## config.mk

```make
export PLATFORM = sky130hd
export DESIGN_NAME = nec_ir_decoder
export DESIGN_NICKNAME = d
export VERILOG_FILES = /design/src/rtl/nec_pkg.sv /design/src/rtl/nec_edge_filter.sv /design/src/rtl/nec_ir_decoder.sv
export SDC_FILE = /design/constraint.sdc
export NUM_CORES = 1
export LEC_CHECK = 0
export CAP_MARGIN = 20
export CORE_MARGIN = 3
export CORE_UTILIZATION = 38
export DETAILED_ROUTE_END_ITERATION = 16
export DONT_BUFFER_PORTS = 1
export SLEW_MARGIN = 10
export SYNTH_ARGS = -nofsm -noshare
export SYNTH_HDL_FRONTEND = slang
export SYNTH_SLANG_ARGS = --single-unit
```

## constraint.sdc

```tcl
create_clock -name clk -period 2.9 [get_ports clk]
set_input_delay 0.435 -clock clk [delete_from_list [all_inputs] [get_ports clk]]
set_output_delay 0.435 -clock clk [all_outputs]
set_load 0.005 [all_outputs]
```

## src/rtl/nec_pkg.sv

```systemverilog
// rtl/nec_pkg.sv - shared states, timing windows and frame layout for the NEC IR decoder
package nec_pkg;

    // Duration and gap counters share this width; both saturate at CNT_MAX.
    localparam int               CNT_W   = 17;
    localparam logic [CNT_W-1:0] CNT_MAX = '1;

    // Inclusive duration windows in microseconds.
    localparam logic [CNT_W-1:0] LEAD_MARK_MIN  = 17'd8000;
    localparam logic [CNT_W-1:0] LEAD_MARK_MAX  = 17'd10000;
    localparam logic [CNT_W-1:0] LEAD_SPACE_MIN = 17'd4000;
    localparam logic [CNT_W-1:0] LEAD_SPACE_MAX = 17'd5000;
    localparam logic [CNT_W-1:0] REP_SPACE_MIN  = 17'd2000;
    localparam logic [CNT_W-1:0] REP_SPACE_MAX  = 17'd2500;
    localparam logic [CNT_W-1:0] BIT_MARK_MIN   = 17'd400;
    localparam logic [CNT_W-1:0] BIT_MARK_MAX   = 17'd750;
    localparam logic [CNT_W-1:0] ZERO_SPACE_MIN = 17'd400;
    localparam logic [CNT_W-1:0] ZERO_SPACE_MAX = 17'd750;
    localparam logic [CNT_W-1:0] ONE_SPACE_MIN  = 17'd1400;
    localparam logic [CNT_W-1:0] ONE_SPACE_MAX  = 17'd1900;

    // Byte positions inside the 32-bit frame (first received byte is byte 0).
    localparam logic [1:0] B_ADDR   = 2'd0;
    localparam logic [1:0] B_ADDR_N = 2'd1;
    localparam logic [1:0] B_CMD    = 2'd2;
    localparam logic [1:0] B_CMD_N  = 2'd3;

    typedef enum logic [2:0] {
        ST_IDLE,
        ST_LEAD_MARK,
        ST_LEAD_SPACE,
        ST_BIT_MARK,
        ST_BIT_SPACE,
        ST_STOP_MARK,
        ST_REP_MARK
    } nec_state_t;

    function automatic logic in_win(input logic [CNT_W-1:0] d,
                                    input logic [CNT_W-1:0] lo,
                                    input logic [CNT_W-1:0] hi);
        return (d >= lo) && (d <= hi);
    endfunction

    function automatic logic [7:0] frame_byte(input logic [31:0] f, input logic [1:0] idx);
        return f[{idx, 3'b000} +: 8];
    endfunction

endpackage

```

## src/rtl/nec_edge_filter.sv

```systemverilog
// rtl/nec_edge_filter.sv - IR pin synchroniser, polarity fix, glitch filter and edge pulses
// Ports:
//   clk, rst     system clock, synchronous active-high reset
//   i_ir         raw asynchronous IR pin
//   o_rise       one-cycle pulse when the filtered level goes space -> mark
//   o_fall       one-cycle pulse when the filtered level goes mark -> space
module nec_edge_filter #(
    parameter int GLITCH_CYC = 8,
    parameter int INVERT_IN  = 1
) (
    input  logic clk,
    input  logic rst,
    input  logic i_ir,
    output logic o_rise,
    output logic o_fall
);

    localparam int   GW       = $clog2(GLITCH_CYC + 1);
    // Synchroniser resets to the pin's idle level so reset release creates no edge.
    localparam logic IDLE_RAW = (INVERT_IN != 0) ? 1'b1 : 1'b0;

    logic          sync_a;
    logic          sync_b;
    logic          sample;
    logic          level;
    logic [GW-1:0] run_cnt;

    // Internally 1 = mark.
    assign sample = (INVERT_IN != 0) ? ~sync_b : sync_b;

    always_ff @(posedge clk) begin
        if (rst) begin
            sync_a  <= IDLE_RAW;
            sync_b  <= IDLE_RAW;
            level   <= 1'b0;
            run_cnt <= '0;
            o_rise  <= 1'b0;
            o_fall  <= 1'b0;
        end else begin
            sync_a <= i_ir;
            sync_b <= sync_a;
            o_rise <= 1'b0;
            o_fall <= 1'b0;
            // run_cnt counts consecutive samples that disagree with the accepted level.
            if (sample == level) begin
                run_cnt <= '0;
            end else if (run_cnt == GW'(GLITCH_CYC - 1)) begin
                level   <= sample;
                run_cnt <= '0;
                o_rise  <= sample;
                o_fall  <= ~sample;
            end else begin
                run_cnt <= run_cnt + 1'b1;
            end
        end
    end

endmodule

```

## src/rtl/nec_ir_decoder.sv

```systemverilog
// rtl/nec_ir_decoder.sv - NEC IR frame/repeat decoder with single-entry valid/ready buffer
// Ports:
//   clk, rst     system clock, synchronous active-high reset
//   i_ir         raw IR receiver pin
//   i_ready      consumer takes the buffered entry when o_valid is high
//   o_valid      buffered entry present; o_address/o_command/o_repeat stable while high
//   o_address    {address_bar, address} (EXTENDED=1) or {8'h00, address}
//   o_command    command byte
//   o_repeat     buffered entry came from a repeat code
//   o_err        one-cycle pulse on malformed timing or failed check
//   o_overrun    one-cycle pulse when a completed entry is dropped
module nec_ir_decoder
    import nec_pkg::*;
#(
    parameter int CLK_FREQ_MHZ  = 50,
    parameter int GLITCH_CYC    = 8,
    parameter int INVERT_IN     = 1,
    parameter int EXTENDED      = 0,
    parameter int REPEAT_WIN_US = 120000
) (
    input  logic        clk,
    input  logic        rst,
    input  logic        i_ir,
    input  logic        i_ready,
    output logic        o_valid,
    output logic [15:0] o_address,
    output logic [7:0]  o_command,
    output logic        o_repeat,
    output logic        o_err,
    output logic        o_overrun
);

    localparam int PW = (CLK_FREQ_MHZ > 1) ? $clog2(CLK_FREQ_MHZ) : 1;

    logic             rise;
    logic             fall;
    logic [PW-1:0]    pre_cnt;
    logic             tick;
    logic [CNT_W-1:0] dur_cnt;
    logic [CNT_W-1:0] gap_cnt;
    logic [4:0]       bit_cnt;
    logic [31:0]      shreg;
    logic             have_last;
    logic [15:0]      last_addr;
    logic [7:0]       last_cmd;

    nec_state_t state;
    nec_state_t state_nx;
    logic       shift_en;
    logic       shift_bit;
    logic       bit_clr;
    logic       frame_end;
    logic       rep_end;
    logic       win_err;

    logic [7:0]  b_addr;
    logic [7:0]  b_addr_n;
    logic [7:0]  b_cmd;
    logic [7:0]  b_cmd_n;
    logic [15:0] frame_addr;
    logic        check_pass;
    logic        gap_ok;
    logic        frame_ok;
    logic        rep_ok;
    logic        accept;
    logic        fail;
    logic [15:0] new_addr;
    logic [7:0]  new_cmd;

    nec_edge_filter #(
        .GLITCH_CYC (GLITCH_CYC),
        .INVERT_IN  (INVERT_IN)
    ) u_filter (
        .clk    (clk),
        .rst    (rst),
        .i_ir   (i_ir),
        .o_rise (rise),
        .o_fall (fall)
    );

    // One tick per microsecond.
    assign tick = (pre_cnt == PW'(CLK_FREQ_MHZ - 1));

    always_ff @(posedge clk) begin
        if (rst) begin
            pre_cnt <= '0;
        end else if (tick) begin
            pre_cnt <= '0;
        end else begin
            pre_cnt <= pre_cnt + 1'b1;
        end
    end

    always_ff @(posedge clk) begin
        if (rst) begin
            state <= ST_IDLE;
        end else begin
            state <= state_nx;
        end
    end

    // Each duration is judged at the edge that ends it; dur_cnt still holds it then.
    always_comb begin
        state_nx  = state;
        shift_en  = 1'b0;
        shift_bit = 1'b0;
        bit_clr   = 1'b0;
        frame_end = 1'b0;
        rep_end   = 1'b0;
        win_err   = 1'b0;
        if (state != ST_IDLE && dur_cnt == CNT_MAX) begin
            win_err  = 1'b1;
            state_nx = ST_IDLE;
        end else begin
            case (state)
                ST_IDLE: begin
                    if (rise) state_nx = ST_LEAD_MARK;
                end
                ST_LEAD_MARK: begin
                    if (fall) begin
                        if (in_win(dur_cnt, LEAD_MARK_MIN, LEAD_MARK_MAX)) begin
                            state_nx = ST_LEAD_SPACE;
                        end else begin
                            win_err  = 1'b1;
                            state_nx = ST_IDLE;
                        end
                    end
                end
                ST_LEAD_SPACE: begin
                    if (rise) begin
                        if (in_win(dur_cnt, LEAD_SPACE_MIN, LEAD_SPACE_MAX)) begin
                            bit_clr  = 1'b1;
                            state_nx = ST_BIT_MARK;
                        end else if (in_win(dur_cnt, REP_SPACE_MIN, REP_SPACE_MAX)) begin
                            state_nx = ST_REP_MARK;
                        end else begin
                            win_err  = 1'b1;
                            state_nx = ST_IDLE;
                        end
                    end
                end
                ST_BIT_MARK: begin
                    if (fall) begin
                        if (in_win(dur_cnt, BIT_MARK_MIN, BIT_MARK_MAX)) begin
                            state_nx = ST_BIT_SPACE;
                        end else begin
                            win_err  = 1'b1;
                            state_nx = ST_IDLE;
                        end
                    end
                end
                ST_BIT_SPACE: begin
                    if (rise) begin
                        if (in_win(dur_cnt, ZERO_SPACE_MIN, ZERO_SPACE_MAX)) begin
                            shift_en = 1'b1;
                        end else if (in_win(dur_cnt, ONE_SPACE_MIN, ONE_SPACE_MAX)) begin
                            shift_en  = 1'b1;
                            shift_bit = 1'b1;
                        end else begin
                            win_err  = 1'b1;
                            state_nx = ST_IDLE;
                        end
                        if (shift_en) begin
                            state_nx = (bit_cnt == 5'd31) ? ST_STOP_MARK : ST_BIT_MARK;
                        end
                    end
                end
                ST_STOP_MARK: begin
                    if (fall) begin
                        if (in_win(dur_cnt, BIT_MARK_MIN, BIT_MARK_MAX)) frame_end = 1'b1;
                        else                                             win_err   = 1'b1;
                        state_nx = ST_IDLE;
                    end
                end
                ST_REP_MARK: begin
                    if (fall) begin
                        if (in_win(dur_cnt, BIT_MARK_MIN, BIT_MARK_MAX)) rep_end = 1'b1;
                        else                                             win_err = 1'b1;
                        state_nx = ST_IDLE;
                    end
                end
                default: state_nx = ST_IDLE;
            endcase
        end
    end

    // The last shift lands before the stop mark, so shreg is complete at frame_end.
    assign b_addr     = frame_byte(shreg, B_ADDR);
    assign b_addr_n   = frame_byte(shreg, B_ADDR_N);
    assign b_cmd      = frame_byte(shreg, B_CMD);
    assign b_cmd_n    = frame_byte(shreg, B_CMD_N);
    assign check_pass = (b_cmd_n == ~b_cmd) && ((EXTENDED != 0) || (b_addr_n == ~b_addr));
    assign frame_addr = (EXTENDED != 0) ? {b_addr_n, b_addr} : {8'h00, b_addr};
    assign gap_ok     = ({15'd0, gap_cnt} <= 32'(REPEAT_WIN_US));

    assign frame_ok = frame_end & check_pass;
    assign rep_ok   = rep_end & have_last & gap_ok;
    assign accept   = frame_ok | rep_ok;
    assign fail     = win_err | (frame_end & ~check_pass) | (rep_end & ~rep_ok);
    assign new_addr = frame_ok ? frame_addr : last_addr;
    assign new_cmd  = frame_ok ? b_cmd : last_cmd;

    always_ff @(posedge clk) begin
        if (rst) begin
            dur_cnt   <= '0;
            gap_cnt   <= '0;
            bit_cnt   <= '0;
            shreg     <= '0;
            have_last <= 1'b0;
            last_addr <= '0;
            last_cmd  <= '0;
            o_valid   <= 1'b0;
            o_address <= '0;
            o_command <= '0;
            o_repeat  <= 1'b0;
            o_err     <= 1'b0;
            o_overrun <= 1'b0;
        end else begin
            o_err     <= fail;
            o_overrun <= 1'b0;

            if (rise || fall) begin
                dur_cnt <= '0;
            end else if (tick && dur_cnt != CNT_MAX) begin
                dur_cnt <= dur_cnt + 1'b1;
            end

            if (accept) begin
                gap_cnt <= '0;
            end else if (tick && gap_cnt != CNT_MAX) begin
                gap_cnt <= gap_cnt + 1'b1;
            end

            if (bit_clr) begin
                bit_cnt <= '0;
            end else if (shift_en) begin
                bit_cnt <= bit_cnt + 1'b1;
            end

            // LSB first: the first received bit ends up in shreg[0].
            if (shift_en) shreg <= {shift_bit, shreg[31:1]};

            // Repeat memory tracks every good frame, even one dropped by overrun.
            if (fail) begin
                have_last <= 1'b0;
            end else if (frame_ok) begin
                have_last <= 1'b1;
                last_addr <= frame_addr;
                last_cmd  <= b_cmd;
            end

            if (accept) begin
                if (!o_valid || i_ready) begin
                    o_valid   <= 1'b1;
                    o_address <= new_addr;
                    o_command <= new_cmd;
                    o_repeat  <= rep_ok;
                end else begin
                    o_overrun <= 1'b1;
                end
            end else if (o_valid && i_ready) begin
                o_valid <= 1'b0;
            end
        end
    end

endmodule

```

==> reports/results.tsv, run 1 <==
stage	metric	value	unit
power_and_ir_drop	Leak	2.578	nW
cells_and_area	ratio of cells with drive above 1 in the final layout	8.820	%
cts	Worst-path clk slew	60	ps
global_route	GRT overflow	0	
die	Core Area	16060	um^2
routing	Initial DRT Pass Iterations	4	
sta	Worst Clk Skew	11.34	ps
worst_setup_path	reg-to-reg slack, setup	200	ps
routing	drt drc	0	
placement	dpl cells	921	
sta	Hold WS	100.6	ps
logic_synthesis	top-count cell post-synth	dfxtp_1	
die	num rows	46	
cts	worst-skew pair later-pin latency	420	ps
cts	Clock Sinks	142	
logic_synthesis	top post-synthesis cells by area	dfxtp_1 45%, nor2_1 6.6%, nand2_1 5.6%	
cts	# Post-CTS Setup Buffers	0	
global_route	initial antenna violation count	0	
power_and_ir_drop	Gate power share	0.7	%
logic_synthesis	number of synthesized flops with an enable pin	0	
sta	unrepaired setup endpoints after global routing	false	
routing	average wire per standard cell	13.66	um
placement	dpl ws	-73.53	ps
logic_synthesis	YS warnings	0	
power_and_ir_drop	sw frac	22.04	%
sta	Max Slew Vio Count	0	
die	Initial Util	39.15	%
cells_and_area	diode count	0	
sta	min setup slack post-route	196.0	ps
routing	DRT iter0 DRCs	309	
cts	htree depth	4	
placement	Area after DPL	6506	um^2
power_and_ir_drop	Total Power	0.004126	W
power_and_ir_drop	Flop pwr share	47.5	%
global_route	first-pass GRT wire length	22600	um
placement	Buffers on Ports	0	
sta	Final Hold Viols	0	
logic_synthesis	Synth Cell Area	6287	um^2
cts	TritonCTS clock tree	yes	
sta	crit share post-route	93.24	%
die	I/O pin cnt	32	
placement	DP Wirelength	8861	um
sta	Slew @ Worst Pin	669.2	ps
run_status	status	finished, final reports clean	
logic_synthesis	Cells after Synth	737	
logic_synthesis	syn_area_per_cell	8.531	um^2
worst_setup_path	Crit Path Max Fanout	14	
logic_synthesis	sequential-to-total area share from yosys stat	45.21	%
routing	Detailed Route WL	13020	um
cts	clock root cell	clkbuf_16	
run	Max-cap violations	0	
cts	Num CTS Buffers	17	
global_route	largest net degree at the start of global routing	106	
worst_setup_path	Worst Path Arrival	3050	ps
sta	endpoints failing setup	0	
die	Die X	134.6	um
cells_and_area	fin cells	953	
routing	vias per cell	5.224	
power_and_ir_drop	Psw	0.0009096	W
power_and_ir_drop	Pint	0.003217	W
power_and_ir_drop	Clk pwr share	51.8	%
cells_and_area	synthesis-to-finish area growth	13.29	%
logic_synthesis	net count after synthesis	752	
cells_and_area	Finished Cell Area	7123	um^2
cts	Clock Path Buffers	2	
worst_setup_path	CP Capture Type	flip-flop	
cts	Hold-fix buffers, CTS	0	
logic_synthesis	Primary FF master, synth	dfxtp_1	
routing	via count	4978	
cts	post-cts sizing count	1	
die	Die ar.	18130	um^2
placement	gpl congestion	0.8569	
worst_setup_path	worst path required time	3250	ps
logic_synthesis	cell taking the most area after synthesis	dfxtp_1	
logic_synthesis	number of synthesized register bits	142	
logic_synthesis	ys async rst share	0	%
global_route	vias in the first global route	4754	
logic_synthesis	Post-synth top cells	142 x dfxtp_1, 111 x nor2_1, 93 x nand2_1	
cells_and_area	final net count	739	
power_and_ir_drop	Pwr Density	579.3	nW/um^2
power_and_ir_drop	Max IR drop VDD	0.4276	mV
sta	fmax	0.3698	GHz
sta	worst rel slew slack	55.00	%
worst_setup_path	critical setup path kind	flip-flop to flip-flop	
worst_setup_path	startpoint types	flip-flop	
worst_hold_path	Hold/Removal Path Class	input port to flip-flop	
routing	post-route ant nets	0	
logic_synthesis	Synth top area share	45.21	%
logic_synthesis	synth unique cells	62	
sta	min Tclk post-route	2704	ps
die	Die H	134.6	um
global_route	gr usage total	15.11	%
-- routing by layer --
| metal | wire (um) | global-route usage, % |
|---|---|---|
| met5 | 0 | 0 |
| met4 | 280 | 6.900 |
| met3 | 595 | 4.359 |
| met2 | 5877 | 22.85 |
| met1 | 6268 | 19.99 |
-- flip-flops by register name, indices dropped and copies added (netlist names) --
signal / count
o_err: 1
u_filter.sync_a: 1
o_address: 16
u_filter.o_rise: 1
o_repeat: 1
last_cmd: 8
have_last: 1
u_filter.o_fall: 1
dur_cnt: 17
state: 3
u_filter.level: 1
u_filter.run_cnt: 4
u_filter.sync_b: 1
gap_cnt: 17
last_addr: 16
bit_cnt: 5
shreg: 32
o_overrun: 1
o_command: 8
pre_cnt: 6
o_valid: 1
-- worst max-delay path, cell delays in order, from the launching register on --
cell,delay [ps]
dfxtp_1,560
and3_1,240
a311oi_1,120
or4b_4,560
o22ai_4,280
nand3_4,210
or4b_1,520
a21oi_1,150
-- cells by family (layout without fill, tap and decap cells) --
kind of cell,after synthesis,count (layout),share of synthesized area (%)
and+or+nand+nor,332,332,25.87
DFF,142,142,45.21
AOI/OAI and AO/OA,114,114,11.84
buffers and inverters,64,64,4.159
xor gates and xnor gates,53,53,7.383
muxes,21,21,3.343
adders and majority gates,11,11,2.189
-- power groups by stage --
stage / logic [W] / registers (W) / clock network (W)
after floorplan: 0.0000402 / 0.00200 / 0
after global placement: 0.0000274 / 0.00200 / 0
after detailed placement: 0.0000285 / 0.00200 / 0
after CTS: 0.0000287 / 0.00196 / 0.00219
after global routing: 0.0000327 / 0.00196 / 0.00228
final: 0.0000278 / 0.00196 / 0.00214
-- worst paths after layout --
kind | from | to | cells after the start
worst min-delay path | rst | o_repeat | 1
worst max register to register | dur_cnt[6] | shreg[31] | 7
worst max-delay path | dur_cnt[6] | shreg[31] | 7
worst min register to register | u_filter.sync_a | u_filter.sync_b | 1
-- area by class of cell --
cell class | count | area, um^2
well taps | 216 | 270.3
multi-input cells | 531 | 3213
fillers | 1584 | 8935
clock buffers | 20 | 456.7
flip-flops and latches | 142 | 2846
inverters | 18 | 67.56
repair buffers | 14 | 142.6
clock inverters | 12 | 126.4
-- layout by cell type (no fill, tap or decap), types with 12 or more instances in the layout --
cell | netlist | routed
xor2_1 | 35 | 35
a211oi_1 | 19 | 19
nand3_1 | 20 | 20
nand2b_1 | 12 | 12
xnor2_1 | 18 | 18
a21oi_1 | 49 | 49
nor2_1 | 111 | 110
inv_1 | 18 | 18
mux2i_1 | 21 | 21
nand4_1 | 16 | 16
dfxtp_1 | 142 | 139
nand2_1 | 93 | 93
clkbuf_16 | 0 | 17
-- per-stage QoR --
stage | util (%) | setup TNS [ps]
floorplan | - | 0
global placement | 40.52 | 0
detailed placement | 40.52 | -360.7
CTS | 44.16 | 0
global route | 44.36 | 0
finish | 44.36 | 0
Note: power is estimated with default switching activity, not from simulation.
==> run 2: changes to the inputs <==
- SYNTH_HIERARCHICAL: default -> 1
==> run 2 against run 1 <==
Net effect: non-clock buffer count up 15; critical path depth up 2; via count rose by 10%; clock skew shrank 3.4 ps; highest routed layer unchanged.
==> reports/results.tsv, run 2 <==
stage	metric	value	unit	change
run_status	status	finished, final reports clean		unchanged
worst_setup_path	Worst Path Arrival	3010	ps	was 3050 ps
cts	Clock Path Buffers	2		unchanged
die	Die ar.	19000	um^2	was 18130 um^2
global_route	GRT overflow	0		unchanged
logic_synthesis	synth unique cells	59		was 62
power_and_ir_drop	Clk pwr share	51.9	%	was 51.8%
placement	gpl congestion	0.8109		was 0.8569
logic_synthesis	cell taking the most area after synthesis	dfxtp_1		unchanged
logic_synthesis	syn_area_per_cell	8.725	um^2	was 8.531 um^2
cts	Clock Sinks	142		unchanged
cells_and_area	synthesis-to-finish area growth	13.07	%	was 13.29%
power_and_ir_drop	sw frac	21.03	%	was 22.04%
cells_and_area	final net count	767		was 739
sta	endpoints failing setup	0		unchanged
sta	crit share post-route	92.14	%	was 93.24%
cells_and_area	Finished Cell Area	7468	um^2	was 7123 um^2
worst_setup_path	Crit Path Max Fanout	16		was 14
cts	htree depth	4		unchanged
logic_synthesis	Post-synth top cells	142 x dfxtp_1, 70 x nor2_1, 64 x nand3_1		was 142 x dfxtp_1, 111 x nor2_1, 93 x nand2_1
worst_setup_path	reg-to-reg slack, setup	230	ps	was 200 ps
logic_synthesis	Primary FF master, synth	dfxtp_1		unchanged
sta	Final Hold Viols	0		unchanged
worst_setup_path	cell count of the worst reg-to-reg path	9		was 7
cts	worst-skew pair later-pin latency	430	ps	was 420 ps
logic_synthesis	sequential-to-total area share from yosys stat	43.04	%	was 45.21%
cells_and_area	fin cells	985		was 953
routing	vias per cell	5.563		was 5.224
cells_and_area	max reg flops	32		unchanged
cells_and_area	commonest non-fill, non-tap cell in the layout	dfxtp_1		unchanged
power_and_ir_drop	Max IR drop VDD	0.3738	mV	was 0.4276 mV
worst_hold_path	WHS Endpoint	u_filter/level		was o_repeat
logic_synthesis	ys async rst share	0	%	unchanged
die	Core Area	16820	um^2	was 16060 um^2
run	Max-cap violations	0		unchanged
sta	unrepaired setup endpoints after global routing	false		unchanged
worst_setup_path	Crit Reg-Reg Endpoint	o_command[3]		was shreg[31]
cells_and_area	diode count	0		unchanged
cts	TritonCTS clock tree	yes		unchanged
routing	Initial DRT Pass Iterations	5		was 4
worst_hold_path	hold path cells	1		unchanged
die	Die X	137.8	um	was 134.6 um
logic_synthesis	number of synthesized register bits	142		unchanged
die	Initial Util	39.27	%	was 39.15%
power_and_ir_drop	Total Power	0.004133	W	was 0.004126 W
logic_synthesis	top post-synthesis cells by area	dfxtp_1 43%, nand3_1 4.8%, xor2_1 4.6%		was dfxtp_1 45%, nor2_1 6.6%, nand2_1 5.6%
cells_and_area	number of fill cells	1623		was 1584
sta	min Tclk post-route	2672	ps	was 2704 ps
die	I/O pin cnt	32		unchanged
routing	DRT iter0 DRCs	518		was 309
global_route	initial antenna violation count	0		unchanged
power_and_ir_drop	Flop pwr share	47.5	%	about the same
placement	Buffers on Ports	0		unchanged
power_and_ir_drop	Pint	0.003264	W	was 0.003217 W
logic_synthesis	Synth top area share	43.04	%	was 45.21%
die	Die H	137.8	um	was 134.6 um
placement	dpl cells	953		was 921
cells_and_area	highest-count cells in the layout ignoring fill and taps	142 x dfxtp_1, 69 x nor2_1, 64 x nand3_1		was 139 x dfxtp_1, 110 x nor2_1, 93 x nand2_1
placement	DP Wirelength	9887	um	was 8861 um
cts	Worst-path clk slew	60	ps	about the same
logic_synthesis	YS warnings	6		was 0
logic_synthesis	number of synthesized flops with an enable pin	0		unchanged
cts	Num CTS Buffers	17		unchanged
power_and_ir_drop	Pwr Density	553.3	nW/um^2	was 579.3 nW/um^2
logic_synthesis	Cells after Synth	757		was 737
power_and_ir_drop	Psw	0.0008689	W	was 0.0009096 W
worst_hold_path	HP Start	rst		unchanged
sta	Max Slew Vio Count	0		unchanged
global_route	first-pass GRT wire length	24450	um	was 22600 um
worst_setup_path	worst path required time	3240	ps	was 3250 ps
power_and_ir_drop	Leak	2.752	nW	was 2.578 nW
worst_setup_path	CP Capture Type	flip-flop		unchanged
worst_hold_path	Hold/Removal Path Class	input port to flip-flop		unchanged
sta	Slew @ Worst Pin	846.8	ps	was 669.2 ps
cells_and_area	ratio of cells with drive above 1 in the final layout	10.72	%	was 8.820%
routing	drt drc	0		unchanged
power_and_ir_drop	Gate power share	0.7	%	about the same
worst_setup_path	Setup crit start	dur_cnt[0]		was dur_cnt[6]
routing	Detailed Route WL	14710	um	was 13020 um
sta	worst rel slew slack	43.55	%	was 55.00%
worst_setup_path	startpoint types	flip-flop		unchanged
logic_synthesis	Synth Cell Area	6605	um^2	was 6287 um^2
die	num rows	47		was 46
cells_and_area	biggest regs	shreg (32), dur_cnt (17), gap_cnt (17)		unchanged
cells_and_area	Biggest register	shreg		unchanged
global_route	vias in the first global route	5015		was 4754
worst_setup_path	reg-to-reg startpoint	dur_cnt[0]		was dur_cnt[6]
logic_synthesis	net count after synthesis	772		was 752
sta	fmax	0.3742	GHz	was 0.3698 GHz
worst_setup_path	critical setup path kind	flip-flop to flip-flop		unchanged
routing	via count	5480		was 4978
placement	Area after DPL	6887	um^2	was 6506 um^2
global_route	gr usage total	15.87	%	was 15.11%
cts	clock root cell	clkbuf_16		unchanged
logic_synthesis	top-count cell post-synth	dfxtp_1		unchanged
sta	Worst Clk Skew	7.939	ps	was 11.34 ps
sta	TNS Setup	0	ps	unchanged
routing	average wire per standard cell	14.93	um	was 13.66 um
routing	post-route ant nets	0		unchanged
global_route	largest net degree at the start of global routing	97		was 106
==> run 2: per-stage QoR <==
stage / hold slack, ps / setup WS [ps] / util (%)
after global placement: 386.0 / 196.1 / 40.95
final: 87.49 / 228.0 / 44.41
after CTS: 69.64 / 60.71 / 44.40
after floorplan: 383.2 / 215.2 / -
after global routing: 65.89 / 66.83 / 44.41
after detailed placement: 392.5 / 84.72 / 40.95
==> run 2: area by class of cell <==
cell class              instances  area, um^2  area share (%)
well taps                     220       275.3           3.686
multi-input cells             549        3503           46.91
clock buffers                  20       446.7           5.981
repair buffers                 29       217.7           2.915
clock inverters                12       133.9           1.793
flip-flops and latches        142        2843           38.06
inverters                      13       48.80          0.6534
==> run 2: worst max path at each step <==
stage,to,slack [ps],depth (start not counted)
3_5_place_dp,o_command[3],80,9
2_1_floorplan,dur_cnt[10],220,11
6_report,o_command[3],230,9
5_1_grt,o_command[3],70,9
4_1_cts,o_command[3],60,9
3_3_place_gp,o_command[0],200,9
==> run 2: kinds of logic (layout without fill, tap and decap cells) <==
group | after synthesis | count (layout) | share of synthesized area, %
compound gates | 168 | 168 | 16.78
xor+xnor | 51 | 51 | 6.763
fa+ha+maj | 11 | 11 | 2.084
buf+inv | 66 | 74 | 4.035
flops | 142 | 142 | 43.04
mux | 22 | 22 | 3.372
simple gates | 297 | 297 | 23.93
==> run 2: repair_timing <==
item / in CTS / in global routing
setup buffers: 0 / 0
endpoints found under the setup margin: 0 / 16
gates resized for setup: 0 / 1
hold buffers: 0 / 0
==> run 2: power groups by stage <==
stage,combinational [W],clock (W),sequential [W]
after floorplan,0.0000392,0,0.00200
after global placement,0.0000269,0,0.00200
after detailed placement,0.0000280,0,0.00200
after CTS,0.0000283,0.00218,0.00196
after global routing,0.0000318,0.00228,0.00196
final,0.0000276,0.00214,0.00196
==> run 2: critical path, cell delays in order (launching register included) <==
cell,delay (ps)
dfxtp_1,310
ha_1,220
nand3_1,130
nor4_1,70
ha_1,190
nand3b_1,200
a211o_1,290
or3_1,400
a211o_2,500
o221ai_1,270
==> run 2: metal layers <==
layer / track usage [%] / share of wire, % / wire [um] / vias up
met5: 0 / 0 / 0 / -
met1: 21.85 / 47 / 6967 / 2640
met3: 4.237 / 5.5 / 812 / 17
met4: 4.885 / 1.2 / 172 / 0
li1: - / - / - / 2696
met2: 24.30 / 46 / 6758 / 127
==> run 3: changes to the inputs <==
- CTS_CLUSTER_DIAMETER: default -> 150
==> results of run 3 <==
The final DEF is identical to that of run 2; final timing and power are the same.
